$ cat src/rtl/bp_me_clint_initiator_pkg.sv
// Shared types for the CLINT initiator: register selector, BedRock header layout and
// the CLINT register offset map.
package bp_me_clint_initiator_pkg;

    localparam int paddr_width_lp   = 40;
    localparam int lce_id_width_lp  = 8;
    localparam int did_width_lp     = 3;
    localparam int core_id_width_lp = 4;

    localparam logic [19:0] mipi_reg_base_addr_lp     = 20'h0_0000;
    localparam logic [19:0] mtimecmp_reg_base_addr_lp = 20'h0_4000;
    localparam logic [19:0] mtimesel_reg_base_addr_lp = 20'h0_8000;
    localparam logic [19:0] plic_reg_base_addr_lp     = 20'h0_b000;
    localparam logic [19:0] mtime_reg_addr_lp         = 20'h0_bff8;
    localparam logic [19:0] debug_reg_base_addr_lp    = 20'h0_c000;

    typedef enum logic [2:0] {
        e_clint_mipi     = 3'd0,
        e_clint_mtimecmp = 3'd1,
        e_clint_mtimesel = 3'd2,
        e_clint_mtime    = 3'd3,
        e_clint_plic_m   = 3'd4,
        e_clint_plic_s   = 3'd5,
        e_clint_debug    = 3'd6
    } bp_clint_reg_e;

    typedef enum logic [3:0] {
        e_bedrock_mem_rd    = 4'd0,
        e_bedrock_mem_wr    = 4'd1,
        e_bedrock_mem_uc_rd = 4'd2,
        e_bedrock_mem_uc_wr = 4'd3
    } bp_bedrock_mem_type_e;

    typedef enum logic [2:0] {
        e_bedrock_msg_size_1 = 3'd0,
        e_bedrock_msg_size_2 = 3'd1,
        e_bedrock_msg_size_4 = 3'd2,
        e_bedrock_msg_size_8 = 3'd3
    } bp_bedrock_msg_size_e;

    typedef enum logic [1:0] {
        e_ready = 2'd0,
        e_send  = 2'd1,
        e_wait  = 2'd2,
        e_resp  = 2'd3
    } clint_init_state_e;

    typedef struct packed {
        logic [lce_id_width_lp-1:0] lce_id;
        logic [did_width_lp-1:0]    did;
    } bp_bedrock_mem_payload_s;

    typedef struct packed {
        bp_bedrock_mem_payload_s    payload;
        bp_bedrock_msg_size_e       size;
        logic [paddr_width_lp-1:0]  addr;
        bp_bedrock_mem_type_e       msg_type;
    } bp_bedrock_mem_header_s;

    // Device-local offset of each CLINT register; the supervisor PLIC bit sits one word above machine.
    function automatic logic [19:0] clint_reg_offset(input bp_clint_reg_e r);
        logic [19:0] off;
        case (r)
            e_clint_mipi:     off = mipi_reg_base_addr_lp;
            e_clint_mtimecmp: off = mtimecmp_reg_base_addr_lp;
            e_clint_mtimesel: off = mtimesel_reg_base_addr_lp;
            e_clint_mtime:    off = mtime_reg_addr_lp;
            e_clint_plic_m:   off = plic_reg_base_addr_lp;
            e_clint_plic_s:   off = plic_reg_base_addr_lp + 20'h0_0008;
            e_clint_debug:    off = debug_reg_base_addr_lp;
            default:          off = 20'h0_0000;
        endcase
        return off;
    endfunction

endpackage

$ cat src/rtl/bp_me_clint_initiator.sv
// Single-outstanding initiator turning CLINT register commands into uncached BedRock
// messages and returning tag-checked responses, with a timeout on the reverse link.
module bp_me_clint_initiator
    import bp_me_clint_initiator_pkg::*;
#(
    parameter int core_offset_p        = 20,
    parameter int timeout_p            = 1024,
    parameter int bedrock_fill_width_p = 64,
    localparam int hdr_width_lp        = $bits(bp_bedrock_mem_header_s),
    localparam int timer_width_lp      = (timeout_p > 1) ? $clog2(timeout_p) : 1
)(
    input  logic                            clk_i,
    input  logic                            reset_n_i,
    input  logic [did_width_lp-1:0]         did_i,
    input  logic                            cmd_v_i,
    output logic                            cmd_ready_and_o,
    input  logic                            cmd_w_i,
    input  logic [2:0]                      cmd_reg_i,
    input  logic [core_id_width_lp-1:0]     cmd_core_i,
    input  logic [63:0]                     cmd_data_i,
    output logic                            resp_v_o,
    input  logic                            resp_ready_and_i,
    output logic [63:0]                     resp_data_o,
    output logic                            resp_err_o,
    output logic [hdr_width_lp-1:0]         mem_fwd_header_o,
    output logic [bedrock_fill_width_p-1:0] mem_fwd_data_o,
    output logic                            mem_fwd_v_o,
    input  logic                            mem_fwd_ready_and_i,
    input  logic [hdr_width_lp-1:0]         mem_rev_header_i,
    input  logic [bedrock_fill_width_p-1:0] mem_rev_data_i,
    input  logic                            mem_rev_v_i,
    output logic                            mem_rev_ready_and_o
);

    clint_init_state_e             r_state, w_state_next;
    logic [1:0]                    r_tag;
    logic [timer_width_lp-1:0]     r_timer;
    logic                          r_w;
    bp_clint_reg_e                 r_reg;
    logic [core_id_width_lp-1:0]   r_core;
    logic [63:0]                   r_data;
    logic [63:0]                   r_resp_data;
    logic                          r_resp_err;

    logic                          w_cmd_hs, w_fwd_hs, w_resp_hs, w_match, w_expire;
    bp_bedrock_mem_type_e          w_issued_type;
    bp_bedrock_mem_header_s        w_rev_hdr, w_fwd_hdr;
    logic [paddr_width_lp-1:0]     w_addr;

    assign w_cmd_hs      = cmd_v_i & (r_state == e_ready);
    assign w_fwd_hs      = (r_state == e_send) & mem_fwd_ready_and_i;
    assign w_resp_hs     = (r_state == e_resp) & resp_ready_and_i;
    assign w_issued_type = r_w ? e_bedrock_mem_uc_wr : e_bedrock_mem_uc_rd;
    assign w_rev_hdr     = bp_bedrock_mem_header_s'(mem_rev_header_i);
    // Stale beats from a timed-out transaction carry the previous tag and fall through here.
    assign w_match       = mem_rev_v_i & (r_state == e_wait)
                         & (w_rev_hdr.msg_type == w_issued_type)
                         & (w_rev_hdr.payload.lce_id[1:0] == r_tag);
    assign w_expire      = (r_timer == timer_width_lp'(timeout_p - 1));

    assign w_addr = (paddr_width_lp'(r_core) << core_offset_p)
                  | {{(paddr_width_lp-20){1'b0}}, clint_reg_offset(r_reg)};

    always_comb begin
        w_fwd_hdr                = '0;
        w_fwd_hdr.msg_type       = w_issued_type;
        w_fwd_hdr.addr           = w_addr;
        w_fwd_hdr.size           = e_bedrock_msg_size_8;
        w_fwd_hdr.payload.lce_id = {{(lce_id_width_lp-2){1'b0}}, r_tag};
        w_fwd_hdr.payload.did    = did_i;
    end

    assign mem_fwd_header_o    = w_fwd_hdr;
    assign mem_fwd_data_o      = r_w ? {(bedrock_fill_width_p/64){r_data}} : '0;
    assign mem_fwd_v_o         = (r_state == e_send);
    assign mem_rev_ready_and_o = 1'b1;
    assign cmd_ready_and_o     = (r_state == e_ready);
    assign resp_v_o            = (r_state == e_resp);
    assign resp_data_o         = r_resp_data;
    assign resp_err_o          = r_resp_err;

    // FSM state register.
    always_ff @(posedge clk_i or negedge reset_n_i) begin
        if (!reset_n_i) r_state <= e_ready;
        else            r_state <= w_state_next;
    end

    // FSM next-state logic; a match on the expiry cycle still completes without error.
    always_comb begin
        w_state_next = r_state;
        case (r_state)
            e_ready: if (w_cmd_hs)             w_state_next = e_send; else w_state_next = e_ready;
            e_send:  if (w_fwd_hs)             w_state_next = e_wait; else w_state_next = e_send;
            e_wait:  if (w_match || w_expire)  w_state_next = e_resp; else w_state_next = e_wait;
            e_resp:  if (w_resp_hs)            w_state_next = e_ready; else w_state_next = e_resp;
            default: w_state_next = e_ready;
        endcase
    end

    // Command capture.
    always_ff @(posedge clk_i or negedge reset_n_i) begin
        if (!reset_n_i) begin
            r_w    <= 1'b0;
            r_reg  <= e_clint_mipi;
            r_core <= '0;
            r_data <= 64'h0;
        end else if (w_cmd_hs) begin
            r_w    <= cmd_w_i;
            r_reg  <= bp_clint_reg_e'(cmd_reg_i);
            r_core <= cmd_core_i;
            r_data <= cmd_data_i;
        end
    end

    // Timeout counter: cleared on issue, advances only while waiting.
    always_ff @(posedge clk_i or negedge reset_n_i) begin
        if (!reset_n_i)               r_timer <= '0;
        else if (w_fwd_hs)            r_timer <= '0;
        else if (r_state == e_wait)   r_timer <= r_timer + timer_width_lp'(1);
        else                          r_timer <= r_timer;
    end

    // Response data/error registers and transaction tag.
    always_ff @(posedge clk_i or negedge reset_n_i) begin
        if (!reset_n_i) begin
            r_resp_data <= 64'h0;
            r_resp_err  <= 1'b0;
            r_tag       <= 2'd0;
        end else if (w_match) begin
            r_resp_data <= r_w ? 64'h0 : mem_rev_data_i[63:0];
            r_resp_err  <= 1'b0;
        end else if ((r_state == e_wait) && w_expire) begin
            r_resp_data <= 64'h0;
            r_resp_err  <= 1'b1;
        end else if (w_resp_hs) begin
            r_resp_data <= 64'h0;
            r_resp_err  <= 1'b0;
            r_tag       <= r_tag + 2'd1;
        end
    end

endmodule

$ cat config.mk
export PLATFORM = sky130hd
export DESIGN_NAME = bp_me_clint_initiator
export DESIGN_NICKNAME = d
export VERILOG_FILES = /design/src/rtl/bp_me_clint_initiator_pkg.sv /design/src/rtl/bp_me_clint_initiator.sv
export SDC_FILE = /design/constraint.sdc
export NUM_CORES = 1
export LEC_CHECK = 0
export BUFFER_PORTS_ARGS = -buffer_cell sky130_fd_sc_hd__buf_2
export CORE_AREA = 4 4 153 155
export DETAILED_ROUTE_END_ITERATION = 10
export DIE_AREA = 0 0 157 159
export PLACE_DENSITY = 0.65
export SETUP_SLACK_MARGIN = 0.15
export SLEW_MARGIN = 30
export SYNTH_ARGS = -nofsm -noshare
export SYNTH_HDL_FRONTEND = slang
export SYNTH_SLANG_ARGS = --single-unit
$ cat constraint.sdc
create_clock -name clk_i -period 2.1 [get_ports clk_i]
set_input_delay 0.21 -clock clk_i [delete_from_list [all_inputs] [get_ports clk_i]]
set_output_delay 0.21 -clock clk_i [all_outputs]
set_load 0.01 [all_outputs]
==> run_results.csv, run 1 <==
group,metric,value,unit
outcome,status,"finished, final reports clean",
place,gp_congestion,0.771,
synthesis,synthFlopType,"dfrtp_1",
drt,drt-initial-drc-count,223,
clock_network,clock_path_buffers,2,
drt,drtPass1Iterations,4,
drt,wl,18.9,mm
synthesis,seq_area_frac_synth,56.4,%
synthesis,yosysMostFrequentCell,"dfrtp_1",
cells_and_area,drive_above_1_share,56.4,%
synthesis,synthTopCellsByCount,"dfrtp_1 (151), mux2_2 (72), and2_1 (66)",
synthesis,synth_largest_area_cell,"dfrtp_1",
clock_network,ctsRootBufferMaster,"clkbuf_16",
worst_hold_path,hold_path_class,"primary input to register",
clock_network,tritoncts,"built",
place,placed_area,8310,sq um
cells_and_area,finish.instance_area,9310,sq um
sta,layout_setup_ws,0.215,ns
synthesis,netlist.area_leader.share,56.4,%
power_and_ir_drop,p_per_area,1270,nW/um^2
clock_network,numCtsBuffers,17,
global_routing,grt_first_pass_wirelength,28.1,mm
synthesis,ys_top_cells_by_area,"dfrtp_1 (56%), mux2_2 (12%), and2_1 (6.2%)",
cells_and_area,final_cells,1131,
clock_network,clk_pin_slew_worst_paths,0.06,ns
synthesis,synth_area_per_cell,12.9,sq um
worst_setup_path,crit_arrival,2.18,ns
global_routing,grt_overflow,0,
clock_network,clk_latency,0.40,ns
worst_setup_path,path_class,"register to register",
synthesis,syn_area,6710,sq um
place,io_buffer_count,299,
worst_setup_path,critPathMaxFanout,8,
worst_setup_path,crit_path_max_incr_delay,0.41,ns
clock_network,cts_max_level,4,
place,place_inst,1063,
floorplan,io_pins,394,
job,drv_cap,0,
sta,setup_viol,0,
floorplan,core-area,21800,sq um
power_and_ir_drop,ir_worst_vdd,0.538,mV
worst_setup_path,cpMaxStageDelayCell,"dfrtp_2",
sta,hold_viol_final,0,
sta,skew,0.00899,ns
synthesis,synthCells,518,
sta,setup_tns,0,ns
floorplan,fp.dieH,159,um
global_routing,antenna_found_initial,2,
drt,route.detailed.vias_per_inst,4.44,
floorplan,die_w,157,um
cells_and_area,regArea,3780,sq um
drt,drc,0,
drt,ant_nets,0,
floorplan,rows,54,
sta,fmax,531,MHz
cells_and_area,fillers,2080,
synthesis,synth_edf_count,0,
floorplan,start_util,30.7,%
sta,hold_ws,0.0229,ns
synthesis,synth_seq_cells,151,
drt,wire_per_inst,16.7,um
synthesis,yosys_warnings,0,
global_routing,first_global_vias,5040,
cells_and_area,area_growth,38.9,%
sta,slew_headroom,56.6,%
sta,rsz0062_at_grt,"yes",
worst_setup_path,cp.required,2.39,ns
cells_and_area,multiInputGateArea,2490,sq um
place,place_ws,0.100,ns
worst_setup_path,end_kind,"register",
clock_network,cts.sinks,151,
power_and_ir_drop,power.leakage,4.87,nW
floorplan,die_area,25000,sq um
global_routing,grt.total_usage,14.1,%
synthesis,ys_types,36,
sta,tightest_slew,0.651,ns
drt,via_count,5024,
cells_and_area,final_nets,1042,
global_routing,grt_max_degree,65,
place,dp_hpwl,13.1,mm
worst_setup_path,startpoint_type,"register",
worst_setup_path,path_cells,"ha_4 > nand3b_1 > nor4_4 > a311oi_4 > buf_12 > buf_4 > a22o_2",
sta,finalCriticalPeriod,1.88,ns
synthesis,synthArstFlopShare,100,%
sta,finalMaxSlewViolations,0,
sta,period_share,89.8,%
## cells by family after synthesis
| family | count (synthesis) | share of synthesized area (%) |
|---|---|---|
| AO/OA/AOI/OAI | 89 | 11.5 |
| adder cells (fa/ha/maj) | 1 | 0.187 |
| multiplexers | 74 | 12.4 |
| other | 2 | 0.112 |
| flip-flops | 151 | 56.4 |
| buffers and inverters | 84 | 8.70 |
| AND/OR/NAND/NOR | 111 | 9.98 |
| XOR/XNOR | 6 | 0.784 |
## area by class of cell
cell class,instances,share of cell area (%)
inverter,4,0.161
clock buffer,18,4.72
tap,280,3.76
sequential,151,40.6
clock inverter,13,1.59
timing repair buffer,347,22.3
antenna,1,0.0269
multi-input combinational,317,26.8
## where the power goes
group          total (W)  switching [W]  internal [W]
clock            0.00308        0.00128       0.00180
sequential       0.00437       0.000549       0.00382
combinational    0.00438        0.00211       0.00226
total             0.0118        0.00394       0.00788
## stage by stage
stage / utilization, % / power (W)
finish: 42.7 / 0.0118
global route: 42.7 / 0.0126
CTS: 41.3 / 0.0118
detailed placement: 38.1 / 0.00859
global placement: 38.1 / 0.00851
floorplan: - / 0.00710
## layer usage
layer  track usage, %  share of wire [%]  routed length, um
met1             16.9                 41               7730
met2             24.7                 52               9820
met3             3.78                5.8               1110
met4             4.14                1.4                262
met5                0              0.069                 13
## what timing repair did
action,4_1_cts,5_1_grt
pin swaps,0,3
setup buffers,0,8
gates cloned,0,6
setup endpoints to repair,64,67
hold endpoints to repair,71,11
hold buffers,11,11
gates resized for setup,1,11
## path summary, 6_finish.rpt
check | start | endpoint | slack, ns | cells after the start
setup / recovery | r_timer[0]$_DFFE_PN0P_ | resp_data_o[16]$_DFFE_PN0P_ | 0.22 | 7
hold / removal | mem_rev_data_i[2] | resp_data_o[2]$_DFFE_PN0P_ | 0.02 | 2
setup reg to reg | r_timer[0]$_DFFE_PN0P_ | resp_data_o[16]$_DFFE_PN0P_ | 0.22 | 7
hold reg to reg | r_timer[9]$_DFFE_PN0P_ | r_timer[9]$_DFFE_PN0P_ | 0.49 | 1
max in group asynchronous | reset_n_i | resp_data_o[54]$_DFFE_PN0P_ | 1.10 | 3
min in group asynchronous | reset_n_i | r_timer[1]$_DFFE_PN0P_ | 0.39 | 2
## placed cells by master (no fill, tap or decap), drive strengths merged, types with 2 or more instances in the layout
master | Yosys | routed
xnor2 | 2 | 2
conb | 2 | 36
nor2 | 9 | 9
buf | 71 | 323
dfrtp | 151 | 151
nor4 | 3 | 3
nand2 | 12 | 12
inv | 4 | 7
clkinv | 0 | 7
bufinv | 0 | 2
xor2 | 4 | 4
dlygate4sd3 | 0 | 22
mux2 | 72 | 72
and3 | 5 | 5
clkbuf | 9 | 20
a22o | 64 | 64
a21oi | 6 | 6
mux2i | 2 | 2
o21ai | 12 | 12
nand3 | 6 | 6
o31ai | 2 | 2
o211ai | 2 | 2
nand4 | 4 | 4
and2 | 66 | 66
## critical path, delay by kind of cell (launching register included)
kind,cells,cell delay (ns)
compound gates,2,0.33
fa+ha+maj,1,0.15
buf+inv,2,0.34
flops,1,0.41
simple gates,2,0.54
Power figures use the tool's default switching activity.
==> inputs of run 2 (changes only) <==
- PLACE_DENSITY: 0.65 -> default
- SLEW_MARGIN: 30 -> 20
==> run_results.csv, run 2 (synthesized netlist as in run 1, its figures left out) <==
group,metric,value,unit
drt,ant_nets,0,
clock_network,clk_latency,0.41,ns
sta,setup_viol,0,
global_routing,grt_overflow,0,
sta,finalMaxSlewViolations,0,
cells_and_area,drive_above_1_share,55.0,%
power_and_ir_drop,power.leakage,4.95,nW
drt,route.detailed.vias_per_inst,4.49,
cells_and_area,area_growth,42.0,%
global_routing,antenna_found_initial,0,
worst_setup_path,r2r_slack,0.20,ns
cells_and_area,utilization,43.6,%
sta,finalCriticalPeriod,1.90,ns
cells_and_area,regArea,3780,sq um
cells_and_area,final_cell_mix,"buf_2 (298), dfrtp_1 (148), mux2_2 (72)",
floorplan,die_area,25000,sq um
global_routing,first_global_vias,5440,
cells_and_area,antenna_cells,0,
sta,fmax,526,MHz
place,io_buffer_count,299,
floorplan,start_util,30.7,%
sta,hold_ws,0.0240,ns
floorplan,fp.dieH,159,um
floorplan,io_pins,394,
sta,slew_headroom,63.2,%
drt,drc,0,
clock_network,cts_max_level,4,
cells_and_area,final_common_cell,"buf_2",
cells_and_area,multiInputGateArea,2500,sq um
power_and_ir_drop,p_per_area,1240,nW/um^2
place,gp_congestion,0.787,
drt,via_count,5194,
place,dp_hpwl,12.7,mm
worst_setup_path,crit_arrival,2.19,ns
drt,wire_per_inst,16.0,um
outcome,status,"finished, final reports clean",
sta,setup_tns,0,ns
worst_setup_path,cp.required,2.39,ns
global_routing,grt_max_degree,67,
drt,drt-initial-drc-count,127,
floorplan,rows,54,
global_routing,grt.total_usage,14.2,%
sta,tightest_slew,0.552,ns
worst_setup_path,crit_start,"r_timer[0]$_DFFE_PN0P_",
sta,hold_viol_final,0,
power_and_ir_drop,ir_worst_vdd,0.571,mV
clock_network,cts.sinks,151,
sta,layout_setup_ws,0.199,ns
worst_hold_path,hold_path_class,"primary input to register",
global_routing,grt_first_pass_wirelength,28.6,mm
clock_network,clk_pin_slew_worst_paths,0.07,ns
clock_network,ctsRootBufferMaster,"clkbuf_16",
sta,period_share,90.5,%
worst_setup_path,end_kind,"register",
worst_setup_path,r2r_cells,7,
drt,wl,18.6,mm
job,drv_cap,0,
sta,skew,0.0120,ns
clock_network,clock_path_buffers,2,
clock_network,tritoncts,"built",
cells_and_area,final_nets,1069,
worst_setup_path,r2r-end,"resp_data_o[19]$_DFFE_PN0P_",
worst_setup_path,startpoint_type,"register",
floorplan,core-area,21800,sq um
worst_setup_path,cp-endpoint,"resp_data_o[19]$_DFFE_PN0P_",
place,place_ws,0.127,ns
cells_and_area,fillers,2060,
worst_setup_path,critPathMaxFanout,8,
sta,rsz0062_at_grt,"yes",
floorplan,die_w,157,um
drt,drtPass1Iterations,4,
power_and_ir_drop,finalPower,0.0118,W
worst_setup_path,path_class,"register to register",
worst_setup_path,reg2reg_from,"r_timer[0]$_DFFE_PN0P_",
clock_network,numCtsBuffers,17,
-- run 2: cell count changes in the layout (fill, tap and decap cells not counted), moves of 3 or more --
cell,delta
clkinv_4,-3
dlygate4sd3_1,+22
buf_12,-3
inv_6,+3
buf_4,+9
-- run 2: final cells by class --
cell class	count	area share, %
sequential	151	39.7
multi-input combinational	317	26.2
timing repair buffer	374	24.0
clock buffer	18	4.51
tap	280	3.68
clock inverter	14	1.70
inverter	4	0.158
-- run 2: per-layer routing --
layer | track usage (%) | up-vias | share of wire (%)
met5 | 0 | - | 0
met4 | 3.79 | 0 | 1.4
met3 | 4.65 | 16 | 7.1
met2 | 25.3 | 190 | 52
met1 | 16.1 | 2560 | 39
li1 | - | 2428 | -
-- run 2: worst min-delay path by stage --
| stage | start | end | slack (ns) | cells after the start |
|---|---|---|---|---|
| 2_1_floorplan | reset_n_i | r_core[0]$_DFFE_PN0P_ | -0.09 | 0 |
| 3_3_place_gp | reset_n_i | r_core[3]$_DFFE_PN0P_ | 0.23 | 1 |
| 3_5_place_dp | reset_n_i | r_core[3]$_DFFE_PN0P_ | 0.23 | 1 |
| 4_1_cts | mem_rev_data_i[33] | resp_data_o[33]$_DFFE_PN0P_ | 0.00007 | 2 |
| 5_1_grt | mem_rev_data_i[2] | resp_data_o[2]$_DFFE_PN0P_ | 0.002 | 2 |
| 6_report | cmd_data_i[36] | r_data[36]$_DFFE_PN0P_ | 0.02 | 2 |
-- run 2: timing repair --
action / in CTS / in global routing
resized for setup: 1 / 8
endpoints found under the hold margin: 88 / 4
hold buffers: 40 / 4
endpoints found under the setup margin: 41 / 128
setup buffers: 0 / 12
cloned: 0 / 3
pin swaps: 0 / 3
-- run 2: critical path, cell delays in order (launching register included) --
cell and delay, ns:
dfrtp_2 0.41, ha_4 0.16, nand3b_1 0.14, nor4_4 0.38, a311oi_4 0.11, buf_4 0.18, clkbuf_16 0.15, a22o_2 0.25
-- run 2: power breakdown --
part / internal (W) / switching [W]
logic: 0.00227 / 0.00210
registers: 0.00382 / 0.000538
clock network: 0.00179 / 0.00131
-- run 2: through the flow --
| stage | instance area, sq um | std cells |
|---|---|---|
| 6_report | 9520 | 1158 |
| 5_1_grt | 9520 | 1158 |
| 4_1_cts | 9330 | 1139 |
| 3_5_place_dp | 8330 | 1067 |
| 3_3_place_gp | 8330 | 1067 |
| 2_1_floorplan | 6830 | 552 |
